File: config.mk
export PLATFORM = sky130hd
export DESIGN_NAME = dmem_port_arbiter
export DESIGN_NICKNAME = d
export VERILOG_FILES = /design/src/rtl/dmem_port_arbiter_pkg.sv /design/src/rtl/dmem_port_arbiter_id_fifo.sv /design/src/rtl/dmem_port_arbiter.sv
export SDC_FILE = /design/constraint.sdc
export NUM_CORES = 1
export LEC_CHECK = 0
export BUFFER_PORTS_ARGS = -buffer_cell sky130_fd_sc_hd__clkbuf_2
export CAP_MARGIN = 20
export CORE_AREA = 2 2 125 127
export CTS_BUF_LIST = sky130_fd_sc_hd__clkbuf_4
export CTS_CLUSTER_SIZE = 12
export DETAILED_ROUTE_END_ITERATION = 10
export DIE_AREA = 0 0 127 129
export GPL_TIMING_DRIVEN = 0
export SLEW_MARGIN = 0
export SYNTH_ARGS = -nofsm -noshare
export SYNTH_HDL_FRONTEND = slang
export SYNTH_HIERARCHICAL = 1
export SYNTH_SLANG_ARGS = --single-unit
export TNS_END_PERCENT = 1
File: constraint.sdc
create_clock -name clk -period 2.85 [get_ports clk]
set_input_delay 0.4275 -clock clk [delete_from_list [all_inputs] [get_ports clk]]
set_output_delay 0.4275 -clock clk [all_outputs]
set_load 0.005 [all_outputs]
File: src/rtl/dmem_port_arbiter_pkg.sv
// Shared types and constants for the two-port data-memory arbiter and its ID FIFO.
package dmem_port_arbiter_pkg;

  typedef enum logic {
    S_IDLE     = 1'b0,
    S_WAIT_GNT = 1'b1
  } arb_state_e;

  localparam logic PORT0 = 1'b0;
  localparam logic PORT1 = 1'b1;

  localparam int MAX_OUTSTANDING = 8;
  localparam int CNT_W           = 4;
  localparam int PTR_W           = 3;

endpackage

File: src/rtl/dmem_port_arbiter_id_fifo.sv
// In-order FIFO of 1-bit requester IDs for accepted-but-unanswered memory transactions.
module arb_id_fifo
  import dmem_port_arbiter_pkg::*;
#(
  parameter int DEPTH = 2
) (
  input  logic             clk,
  input  logic             reset,
  input  logic             push,
  input  logic             push_id,
  input  logic             pop,
  output logic             head_id,
  output logic             full,
  output logic             empty,
  output logic [CNT_W-1:0] count
);

  logic [MAX_OUTSTANDING-1:0] mem_q, mem_d;
  logic [PTR_W-1:0]           wr_ptr_q, wr_ptr_d;
  logic [PTR_W-1:0]           rd_ptr_q, rd_ptr_d;
  logic [CNT_W-1:0]           count_q, count_d;

  function automatic logic [PTR_W-1:0] ptr_inc(input logic [PTR_W-1:0] p);
    return (p == PTR_W'(DEPTH - 1)) ? '0 : p + PTR_W'(1);
  endfunction

  always_comb begin
    mem_d    = mem_q;
    wr_ptr_d = wr_ptr_q;
    rd_ptr_d = rd_ptr_q;
    count_d  = count_q + CNT_W'(push) - CNT_W'(pop);
    if (push) begin
      mem_d[wr_ptr_q] = push_id;
      wr_ptr_d        = ptr_inc(wr_ptr_q);
    end
    if (pop) begin
      rd_ptr_d = ptr_inc(rd_ptr_q);
    end
  end

  always_ff @(posedge clk) begin
    if (reset) begin
      wr_ptr_q <= '0;
      rd_ptr_q <= '0;
      count_q  <= '0;
    end else begin
      wr_ptr_q <= wr_ptr_d;
      rd_ptr_q <= rd_ptr_d;
      count_q  <= count_d;
    end
  end

  // Entry storage carries no reset; count/pointers alone define validity.
  always_ff @(posedge clk) begin
    mem_q <= mem_d;
  end

  assign head_id = mem_q[rd_ptr_q];
  assign full    = (count_q == CNT_W'(DEPTH));
  assign empty   = (count_q == '0);
  assign count   = count_q;

endmodule

File: src/rtl/dmem_port_arbiter.sv
// Two-requester req/gnt/rvalid data-memory arbiter with zero-latency pass-through.
// Define DMEM_ARB_ROUND_ROBIN_EN for round-robin arbitration; default is fixed priority (port 0).
module dmem_port_arbiter
  import dmem_port_arbiter_pkg::*;
#(
  parameter int OUTSTANDING_DEPTH = 2
) (
  input  logic             clk,
  input  logic             reset,
  input  logic             p0_req_i,
  input  logic [31:0]      p0_addr_i,
  input  logic             p0_we_i,
  input  logic [3:0]       p0_be_i,
  input  logic [31:0]      p0_wdata_i,
  output logic             p0_gnt_o,
  output logic             p0_rvalid_o,
  output logic [31:0]      p0_rdata_o,
  input  logic             p1_req_i,
  input  logic [31:0]      p1_addr_i,
  input  logic             p1_we_i,
  input  logic [3:0]       p1_be_i,
  input  logic [31:0]      p1_wdata_i,
  output logic             p1_gnt_o,
  output logic             p1_rvalid_o,
  output logic [31:0]      p1_rdata_o,
  output logic             m_req_o,
  output logic [31:0]      m_addr_o,
  output logic             m_we_o,
  output logic [3:0]       m_be_o,
  output logic [31:0]      m_wdata_o,
  input  logic             m_gnt_i,
  input  logic             m_rvalid_i,
  input  logic [31:0]      m_rdata_i,
  output logic [CNT_W-1:0] outstanding_o,
  output logic             rsp_err_o
);

  arb_state_e       state_q, state_d;
  logic             sel_q, sel_d;
  logic             sel_c;
  logic             pick;
  logic             rsp_err_q, rsp_err_d;
  logic             fifo_full, fifo_empty, fifo_head;
  logic [CNT_W-1:0] fifo_count;
  logic             push, pop, can_issue, any_req;

  assign any_req   = p0_req_i | p1_req_i;
  assign pop       = m_rvalid_i & ~fifo_empty & ~reset;
  // A response freeing a slot this cycle lets a new request through while full.
  assign can_issue = ~fifo_full | pop;
  assign push      = m_req_o & m_gnt_i;

`ifdef DMEM_ARB_ROUND_ROBIN_EN
  logic prio_q, prio_d;

  assign pick = (p0_req_i & p1_req_i) ? prio_q : p1_req_i;

  always_comb begin
    prio_d = prio_q;
    if (push) begin
      prio_d = ~sel_c;
    end
  end

  always_ff @(posedge clk) begin
    if (reset) begin
      prio_q <= PORT0;
    end else begin
      prio_q <= prio_d;
    end
  end
`else
  assign pick = p0_req_i ? PORT0 : PORT1;
`endif

  always_ff @(posedge clk) begin
    if (reset) begin
      state_q   <= S_IDLE;
      sel_q     <= PORT0;
      rsp_err_q <= 1'b0;
    end else begin
      state_q   <= state_d;
      sel_q     <= sel_d;
      rsp_err_q <= rsp_err_d;
    end
  end

  always_comb begin
    state_d   = state_q;
    sel_d     = sel_q;
    rsp_err_d = rsp_err_q | (m_rvalid_i & fifo_empty);
    case (state_q)
      S_IDLE: begin
        if (m_req_o && !m_gnt_i) begin
          state_d = S_WAIT_GNT;
          sel_d   = sel_c;
        end
      end
      S_WAIT_GNT: begin
        if (m_gnt_i) begin
          state_d = S_IDLE;
        end
      end
      default: state_d = S_IDLE;
    endcase
  end

  always_comb begin
    m_req_o = 1'b0;
    sel_c   = sel_q;
    if (!reset) begin
      if (state_q == S_WAIT_GNT) begin
        m_req_o = 1'b1;
      end else if (any_req && can_issue) begin
        m_req_o = 1'b1;
        sel_c   = pick;
      end
    end
  end

  assign m_addr_o  = m_req_o ? ((sel_c == PORT1) ? p1_addr_i  : p0_addr_i)  : '0;
  assign m_we_o    = m_req_o ? ((sel_c == PORT1) ? p1_we_i    : p0_we_i)    : 1'b0;
  assign m_be_o    = m_req_o ? ((sel_c == PORT1) ? p1_be_i    : p0_be_i)    : '0;
  assign m_wdata_o = m_req_o ? ((sel_c == PORT1) ? p1_wdata_i : p0_wdata_i) : '0;

  assign p0_gnt_o = push & (sel_c == PORT0);
  assign p1_gnt_o = push & (sel_c == PORT1);

  assign p0_rvalid_o = pop & (fifo_head == PORT0);
  assign p1_rvalid_o = pop & (fifo_head == PORT1);
  assign p0_rdata_o  = m_rdata_i;
  assign p1_rdata_o  = m_rdata_i;

  assign outstanding_o = fifo_count;
  assign rsp_err_o     = rsp_err_q;

  arb_id_fifo #(
    .DEPTH (OUTSTANDING_DEPTH)
  ) u_id_fifo (
    .clk     (clk),
    .reset   (reset),
    .push    (push),
    .push_id (sel_c),
    .pop     (pop),
    .head_id (fifo_head),
    .full    (fifo_full),
    .empty   (fifo_empty),
    .count   (fifo_count)
  );

endmodule

Word level (Yosys, flattened, before mapping) --
Index checks and enable logic that the tools add are counted.
Operators by class: div/mod/pow operators 0, multiplexer cells 25, magnitude comparators 3, add/sub/neg operators 4, eq/ne operators 3, bitwise gates (word level) 17, shift operators 0, $mul 0, reductions and logical operators 6
Operators by type and width (number):
- $mux 32 | 4
- $mux 1 | 13
- $and 1x1->1 | 8
- $bwmux 8 | 1
- $lt 3x4->1 const B | 2
- $mux 4 | 2
- $add 3x1->3 const B | 2
- $eq 3x1->1 const B | 2
- $mux 3 | 2
- $not 1->1 | 6
- $add 4x1->4 | 1
- $eq 4x2->1 const B | 1
- $logic_not 4->1 | 1
- $sub 4x1->4 | 1
- $bmux 1 s3 | 1
- $demux 1 s3 | 1
- $ge 3x1->1 const B | 1
- $logic_and 1x1->1 | 3
- $or 1x1->1 | 3
- $pmux 1 s2 | 1
- $reduce_and 2->1 | 1
- $logic_not 1->1 | 1
Storage, ports and cells: bits in read-only memories 0, bits of input ports 176, logic and storage cells 65, bits in latches 0, flip-flop bits (word level) 21, memories 0, bits in writable memories 0

Longest topological paths before layout --
Gate-level depths: netlist of the first run.
depth in word-level cells 12, gate-level depth with buffers 12

Hierarchy --
Netlist of the first run, hierarchy kept.
By module, submodules not included:
- dmem_port_arbiter | area an instance 2157.1 µm², cells an instance 319, seq. area each 60.1 µm², times used 1
- arb_id_fifo | area an instance 858.3 µm², cells an instance 78, seq. area each 440.4 µm², times used 1

Worst setup path after synthesis of the first run --
Ideal clock, no wire load.
path kind register -> register, start register u_id_fifo.count_q[2], in the netlist u_id_fifo/count[2], end register u_id_fifo.count_q[2], in the netlist u_id_fifo/count[2], required time 2.723 ns, cell stages (with the launch flop) 12, path slack 0.383 ns, library setup time 0.127 ns, path buffers 0, arrival 2.340 ns, cells stage by stage dfxtp_1 > inv_1 > ha_1 > and3_1 > nand2b_4 > a311oi_2 > and2_1 > ha_1 > inv_1 > fa_1 > xor2_1 > nor2_1
Between the ends: cells in the longest elaborated chain, start to end 12, elaborated cells between the ends (all ways) 14, those cells by class 2 x add/sub; 1 x eq/ne; 3 x mux; 6 x bitwise; 2 x reduce/logical
RTL lines:
- start: declaration | RTL line dmem_port_arbiter_id_fifo.sv:21 | logic [CNT_W-1:0] count_q, count_d;
- start signal: assignment | RTL line dmem_port_arbiter_id_fifo.sv:49 | count_q <= count_d;
- $logic_not 4->1 | RTL line dmem_port_arbiter_id_fifo.sv:60 | assign empty = (count_q == '0);
- via fifo_empty | RTL line dmem_port_arbiter.sv:43 | logic fifo_full, fifo_empty, fifo_head;
- $not 1->1 | RTL line dmem_port_arbiter.sv:48 | assign pop = m_rvalid_i & ~fifo_empty & ~reset;
- $and 1x1->1 (2 in series) | RTL line dmem_port_arbiter.sv:48
- $or 1x1->1 | RTL line dmem_port_arbiter.sv:50 | assign can_issue = ~fifo_full | pop;
- $logic_and 1x1->1 | RTL line dmem_port_arbiter.sv:114 | end else if (any_req && can_issue) begin
- $mux 1 | RTL line dmem_port_arbiter.sv:114
- $mux 1 | RTL line dmem_port_arbiter.sv:112 | if (state_q == S_WAIT_GNT) begin
- $mux 1 | RTL line dmem_port_arbiter.sv:111 | if (!reset) begin
- $and 1x1->1 | RTL line dmem_port_arbiter.sv:51 | assign push = m_req_o & m_gnt_i;
- via push | RTL line dmem_port_arbiter.sv:45 | logic push, pop, can_issue, any_req;
- $add 4x1->4 | RTL line dmem_port_arbiter_id_fifo.sv:31 | count_d = count_q + CNT_W'(push) - CNT_W'(pop);
- $sub 4x1->4 | RTL line dmem_port_arbiter_id_fifo.sv:31
The timed path passes the listed nets, and every way through them passes these cells. A chain may end at the register's enable or synchronous reset.

Final worst setup path of the first run --
start register u_id_fifo.count_q[3], in the netlist u_id_fifo/count[3], end output m_addr_o[16]
Between the ends: cells in the longest elaborated chain, start to end 11, elaborated cells between the ends (all ways) 16, those cells by class 1 x eq/ne; 8 x mux; 5 x bitwise; 2 x reduce/logical
RTL lines:
- $logic_not 4->1 * | RTL line dmem_port_arbiter_id_fifo.sv:60
- via fifo_empty | RTL line dmem_port_arbiter.sv:43
- $not 1->1 * | RTL line dmem_port_arbiter.sv:48
- $and 1x1->1 * (2 in series) | RTL line dmem_port_arbiter.sv:48
- $or 1x1->1 * | RTL line dmem_port_arbiter.sv:50
- $logic_and 1x1->1 * | RTL line dmem_port_arbiter.sv:114
- $mux 1 | RTL line dmem_port_arbiter.sv:114
- $mux 1 | RTL line dmem_port_arbiter.sv:112
- $mux 1 | RTL line dmem_port_arbiter.sv:111
- $mux 32 | RTL line dmem_port_arbiter.sv:121 | assign m_addr_o = m_req_o ? ((sel_c == PORT1) ? p1_addr_i : p0_addr_i) : '0;
- $mux 32 * | RTL line dmem_port_arbiter.sv:121
- end: declaration | RTL line dmem_port_arbiter.sv:27 | output logic [31:0] m_addr_o,
Mark *: on every way through the listed nets, which the timed path passes. The rest lies on a longest branch.

==> impl_metrics.py, run 1 <==
metrics = {
    "synthesis": {
        "synth-seq-area-share_pct": 16.6,
        "synth_most_common_cell": "nand2_1",
        "async_reset_ff_share_pct": 0,
        "ys_ff_latch": 21,
        "synth_flop_cell": "dfxtp_1",
        "yosysWarnings": 6,
        "syn-instance-count": 397,
        "synth_top_cell_area_share_pct": 22.9,
        "syn_avg_cell_area_um2": 7.60,
        "yosysTopAreaCell": "mux2i_1",
        "synth_common_cells": "nand2_1, buf_4, mux2i_1, nor2_1, dfxtp_1",
        "synth_cell_types": 33,
        "synth_area_um2": 3020,
        "synth_edf_count": 8,
        "synth_nets": 579,
        "synthTopCellsByArea": "mux2i_1, buf_4, nand2_1",
    },
    "global_routing": {
        "grt_overflow": 0,
        "grt_max_degree": 18,
        "track_usage_pct": 13.6,
        "grt_pass1_wl_mm": 17.8,
        "antenna_found_initial": 0,
        "grt_pass1_vias": 3329,
    },
    "finish": {
        "drive_gt1_share_pct": 59.5,
        "fillers": 1668,
        "fin_cells": 889,
        "final_cell_area_um2": 5070,
        "final_util_pct": 33.9,
        "multi_input_area_um2": 1840,
        "syn2layout_area_growth_pct": 68.1,
        "layout.nets": 884,
        "regArea_um2": 504,
        "n_antenna_cell": 0,
    },
    "cts": {
        "cts_made_buffers": 3,
        "clkTransAtPathRegs_ns": 0.12,
        "clk_root_buffer_cell": "clkbuf_4",
        "clk_latency_ns": 0.31,
        "cts_max_level": 1,
        "cts_tree": "yes",
        "cts_buffer_depth": 2,
        "cts.sinks": 21,
    },
    "die": {
        "core-area_um2": 15000,
        "die_w_um": 127,
        "fp-row-count": 45,
        "dieArea_um2": 16400,
        "initial_core_util_pct": 20.1,
        "io_pins": 319,
        "die_h_um": 129,
    },
    "power": {
        "intPower_uw": 1240,
        "pwr-share-comb_pct": 73.7,
        "p_per_area_nw_per_um2": 402,
        "p_switching_uw": 802,
        "ir_worst_vdd_mv": 0.147,
        "swShare_pct": 39.4,
        "p_clk_share_pct": 7.5,
        "sequentialPowerShare_pct": 18.8,
        "power.leakage_uw": 0.00276,
    },
    "place": {
        "placed_area_um2": 4680,
        "dpl.cell_count": 871,
        "port_buffers": 286,
        "dp_hpwl_mm": 10.0,
        "gp_congestion": 0.768,
    },
    "route": {
        "avgViaCountPerCell": 3.95,
        "drt_iter0_markers": 184,
        "ant_nets": 0,
        "via_count": 3513,
        "drt_wl_total_mm": 12.3,
        "drt-pass1-iter-count": 4,
        "wire_per_inst_um": 13.9,
        "drc_errors": 0,
    },
    "setup_path": {
        "start_kind": "flip-flop",
        "arrival_ns": 2.48,
        "worstPathMaxFanout": 6,
        "setup.worst_path.end_class": "primary output",
        "crit_type": "reg -> out",
        "required_ns": 2.42,
    },
    "sta": {
        "post-route-period-util_pct": 102,
        "worstMarginPinSlew_ns": 0.453,
        "fmax_mhz": 344,
        "setup_viol": 19,
        "period_needed_ns": 2.91,
        "clock_skew_ns": 0.0109,
        "rsz0062_at_grt": "yes",
        "holdWs_ns": 0.341,
        "relSlewSlack_pct": 69.8,
        "setup_total_negative_slack_ns": -0.543,
        "fin_ws_ns": -0.0574,
        "hold_viol_final": 0,
        "drv_slew": 0,
    },
    "hold_path": {
        "hold_path_class": "in -> reg",
    },
    "run_status": {
        "status": "complete, but fails checks",
        "violations": "setup timing",
    },
    "flow_run": {
        "max-cap-violations": 0,
    },
}
## through the flow
| step | total power, µW | worst slack (ns) |
|---|---|---|
| after floorplan | 1180 | 0.383 |
| after CTS | 2050 | -0.0882 |
| final | 2040 | -0.0574 |
| after global placement | 1650 | -0.385 |
| after detailed placement | 1660 | -0.354 |
| after global routing | 2210 | -0.187 |
## kinds of logic after synthesis
group	count (synthesis)	share of synthesized area, %
buffers and inverters	100	26.1
xor gates and xnor gates	5	1.45
adders and majority gates	6	2.74
AOI/OAI and AO/OA	13	3.82
muxes	72	25.0
DFF	21	16.6
and+or+nand+nor	180	24.3
## flip-flops by register name, summed over array words and instances (netlist names)
name,cells
u_id_fifo/count,4
sel_q,1
rsp_err_o,1
u_id_fifo/wr_ptr_q,3
state_q,1
u_id_fifo/mem_q,8
u_id_fifo/rd_ptr_q,3
## cell usage in the layout (no fill, tap or decap), types with 3 or more instances in the layout
cell      Yosys  layout
nand2b_1      4       4
mux2i_1      69      61
xor2_1        3       3
clkbuf_4      0       3
buf_4        75      81
dfxtp_1      13      10
nor2_1       17      17
ha_1          5       4
buf_16        0       5
edfxtp_1      8       8
nand3_1       3       3
buf_2         0      62
inv_1        10       8
nor3_1        3       3
nand2_1     142     142
nor2b_1       3       3
a21oi_1       4       4
mux2i_4       0       4
buf_6         2       3
buf_12        7       9
mux2i_2       0       4
clkbuf_2      0     228
dfxtp_2       0       3
## metal layers
layer  GRT usage (%)  vias up  part of all wire, %  routed length [µm]
li1                -     1837                    -                   -
met2            25.2      123                   53                6470
met3            1.16        2                  4.5                 555
met1            18.1     1551                   43                5270
met5               0        -                    0                   0
met4           0.970        0                 0.14                  17
## worst max-delay path: stages, from the launching register on
cell	delay, ns
dfxtp_2	0.36
inv_2	0.05
ha_4	0.15
and3_4	0.17
nand2b_4	0.16
a2111oi_4	0.30
a2bb2oi_2	0.17
buf_6	0.13
buf_12	0.15
buf_12	0.14
mux2i_4	0.25
buf_2	0.14
## power by group through the flow
stage | Sequential (µW) | Clock, µW | Combinational (µW)
after floorplan | 382 | 0 | 796
after global placement | 384 | 0 | 1270
after detailed placement | 385 | 0 | 1280
after CTS | 383 | 157 | 1510
after global routing | 388 | 170 | 1650
final | 383 | 153 | 1500
## layout make-up
cell class              instances  share of cell area, %
multi-input cells             276                   36.4
clock inverters                 1                  0.148
clock buffers                   3                  0.444
plain buffers                  89                   14.7
flip-flops and latches         21                   9.95
inverters                      10                  0.740
repair buffers                301                   33.0
well taps                     188                   4.64
## worst paths after layout
check / from / endpoint / cells past startpoint / slack, ns
worst max-delay path: u_id_fifo/count[3]$_SDFF_PP0_ / m_addr_o[16] / 11 / -0.06
worst min-delay path: m_gnt_i / state_q$_SDFF_PP0_ / 2 / 0.34
worst max register to register: u_id_fifo/count[3]$_SDFF_PP0_ / u_id_fifo/count[2]$_SDFF_PP0_ / 13 / 0.18
worst min register to register: rsp_err_o$_SDFF_PP0_ / rsp_err_o$_SDFF_PP0_ / 2 / 0.49
## repair_timing
| item | CTS | global route |
|---|---|---|
| gates resized for setup | 34 | 66 |
| setup buffers | 11 | 0 |
| hold buffers | 0 | 0 |
| pin swaps | 4 | 1 |
| endpoints found under the setup margin | 74 | 71 |
| gates cloned | 4 | 0 |
No activity file was read; power rests on OpenSTA's default activity.
==> run 2: changes to the inputs <==
Settings changed: ABC_AREA set to 1, CORE_AREA 2 2 125 127 to 2 2 123 125, DIE_AREA 0 0 127 129 to 0 0 125 127.
==> run 2 against run 1 <==
- the run now ends clean
- die area shrank 3.1%
- critical path depth grew 3
- flip-flop and latch count is the same
- register-to-register slack gained 0.14 ns
- area after synthesis grew 10%
- critical path type unchanged
- critical endpoint is now m_wdata_o[18]
- largest cell class unchanged
- highest routed layer unchanged
==> impl_metrics.py, run 2 <==
metrics = {
    "run_status": {
        "status": "finished, final reports clean",
    },
    "route": {
        "drt_wl_total_mm": 13.1,
        "drt_iter0_markers": 150,
        "via_count": 4480,
        "ant_nets": 0,
        "avgViaCountPerCell": 4.18,
        "wire_per_inst_um": 12.3,
        "drt-pass1-iter-count": 4,
        "drc_errors": 0,
    },
    "setup_path": {
        "crit_type": "reg -> out",
        "r2r_slack_ns": 0.32,
        "start_kind": "flip-flop",
        "r2r.worst_path.cells": 16,
        "rr_startpoint": "u_id_fifo/count[2]$_SDFF_PP0_",
        "arrival_ns": 2.33,
        "setup.worst_path.end_class": "primary output",
        "rr_endpoint": "u_id_fifo/count[2]$_SDFF_PP0_",
        "worstPathMaxFanout": 10,
        "required_ns": 2.42,
    },
    "power": {
        "ir_worst_vdd_mv": 0.157,
        "power.leakage_uw": 0.00325,
        "p_per_area_nw_per_um2": 373,
    },
    "global_routing": {
        "grt_pass1_wl_mm": 19.3,
        "track_usage_pct": 14.4,
        "antenna_found_initial": 0,
        "grt_overflow": 0,
        "grt_max_degree": 13,
        "grt_pass1_vias": 3945,
    },
    "synthesis": {
        "synth_common_cells": "inv_1, nand2_1, nor2_1, a21oi_1, nand3_1",
        "syn-instance-count": 591,
        "ys_ff_latch": 21,
        "yosysTopAreaCell": "buf_4",
        "yosysWarnings": 6,
        "synth_edf_count": 8,
        "synth_top_cell_area_share_pct": 15.1,
        "synth-seq-area-share_pct": 15.0,
        "synthTopCellsByArea": "buf_4, inv_1, nand2_1",
        "synth_cell_types": 25,
        "syn_avg_cell_area_um2": 5.63,
        "synth_area_um2": 3330,
        "async_reset_ff_share_pct": 0,
        "synth_flop_cell": "dfxtp_1",
        "synth_nets": 773,
    },
    "sta": {
        "worstMarginPinSlew_ns": 0.329,
        "relSlewSlack_pct": 77.9,
        "drv_slew": 0,
        "clock_skew_ns": 0.0108,
        "period_needed_ns": 2.76,
        "hold_viol_final": 0,
        "setup_viol": 0,
        "fmax_mhz": 362,
        "post-route-period-util_pct": 96.8,
        "rsz0062_at_grt": "yes",
        "fin_ws_ns": 0.0907,
    },
    "cts": {
        "cts_buffer_depth": 2,
        "hold_buffers": 0,
        "clk_latency_ns": 0.31,
        "clkTransAtPathRegs_ns": 0.13,
        "cts.sinks": 21,
        "cts_max_level": 1,
        "cts_tree": "yes",
        "cts_made_buffers": 3,
        "clk_root_buffer_cell": "clkbuf_4",
    },
    "finish": {
        "mostFrequentLayoutCell": "clkbuf_2",
        "n_antenna_cell": 0,
        "syn2layout_area_growth_pct": 60.5,
        "drive_gt1_share_pct": 50.5,
        "layout.nets": 1070,
        "largest_reg_flops": 8,
        "mostFrequentLayoutCells": "clkbuf_2, nand2_1, inv_1",
        "final_cell_area_um2": 5340,
        "fin_cells": 1071,
        "top_register": "u_id_fifo/mem_q",
    },
    "hold_path": {
        "hold_path_end": "state_q$_SDFF_PP0_",
        "hold_path_class": "in -> reg",
        "hold_start": "m_gnt_i",
        "hold_path_depth": 2,
    },
    "place": {
        "dp_slack_ns": -0.144,
        "gp_congestion": 0.903,
        "dp_hpwl_mm": 10.8,
        "dpl.cell_count": 1061,
        "port_buffers": 286,
        "placed_area_um2": 4990,
    },
    "die": {
        "io_pins": 319,
        "die_w_um": 125,
        "fp-row-count": 44,
        "die_h_um": 127,
        "dieArea_um2": 15900,
        "initial_core_util_pct": 23.1,
        "core-area_um2": 14400,
    },
    "flow_run": {
        "max-cap-violations": 0,
    },
}
==> run 2: what timing repair did <==
| item | in CTS | in global routing |
|---|---|---|
| gates cloned | 0 | 1 |
| endpoints found under the hold margin | 0 | 0 |
| gates resized for setup | 7 | 86 |
| setup buffers | 2 | 3 |
| pin swaps | 1 | 10 |
| setup endpoints to repair | 50 | 71 |
==> run 2: per-layer routing <==
| metal | share of wire [%] | global-route usage, % |
|---|---|---|
| met1 | 41 | 18.6 |
| met2 | 51 | 26.0 |
| met3 | 7.2 | 1.84 |
| met4 | 1.2 | 2.35 |
| met5 | 0 | 0 |
==> run 2: worst max-delay path by stage <==
stage                                       start                            end  cells after the start
floorplan           u_id_fifo/count[2]$_SDFF_PP0_  u_id_fifo/count[2]$_SDFF_PP0_                     16
global placement                            reset  u_id_fifo/count[2]$_SDFF_PP0_                     13
detailed placement  u_id_fifo/count[2]$_SDFF_PP0_  u_id_fifo/count[2]$_SDFF_PP0_                     16
CTS                 u_id_fifo/count[2]$_SDFF_PP0_                   m_addr_o[11]                     14
global route        u_id_fifo/count[2]$_SDFF_PP0_                  m_wdata_o[18]                     14
finish              u_id_fifo/count[2]$_SDFF_PP0_                  m_wdata_o[18]                     14
==> run 2: through the flow <==
stage | power (µW) | util (%) | hold slack [ns] | setup TNS, ns
after floorplan | 1190 | - | 0.460 | 0
after global placement | 1680 | 34.6 | 0.449 | -0.105
after detailed placement | 1690 | 34.6 | 0.463 | -0.243
after CTS | 1860 | 35.0 | 0.348 | -0.0213
after global routing | 2200 | 37.0 | 0.353 | -0.952
final | 1990 | 37.0 | 0.353 | 0
==> run 2: critical path, cell delays in order, from the launching register on <==
cell	delay [ns]
dfxtp_2	0.35
inv_1	0.05
ha_1	0.20
inv_2	0.09
nor3_4	0.05
nor2_2	0.11
nand2_2	0.09
nand2_4	0.10
nand4_4	0.19
buf_8	0.22
buf_6	0.13
nand3_1	0.08
nand2_1	0.07
nor2_2	0.14
buf_2	0.13
==> run 2: area by class of cell <==
class                      count  area [µm²]
buffer                       101         842
clock buffer                   3        22.5
clock inverter                 1        5.00
fill                        1642        9090
inverter                     101         379
multi-input combinational    368        1860
sequential                    21         503
tap                          184         230
timing repair buffer         292        1500
==> run 2: cells by family after synthesis <==
| family | Yosys count | share of synthesized area, % |
|---|---|---|
| buffers and inverters | 202 | 33.1 |
| adder cells (fa/ha/maj) | 6 | 2.48 |
| AND/OR/NAND/NOR | 283 | 36.9 |
| XOR/XNOR | 1 | 0.263 |
| flip-flops | 21 | 15.0 |
| AO/OA/AOI/OAI | 78 | 12.2 |
==> run 2: report_power, final <==
group	internal, µW	switching, µW	total (µW)
sequential	354	35.7	389
combinational	685	767	1450
clock	52.3	96.1	148
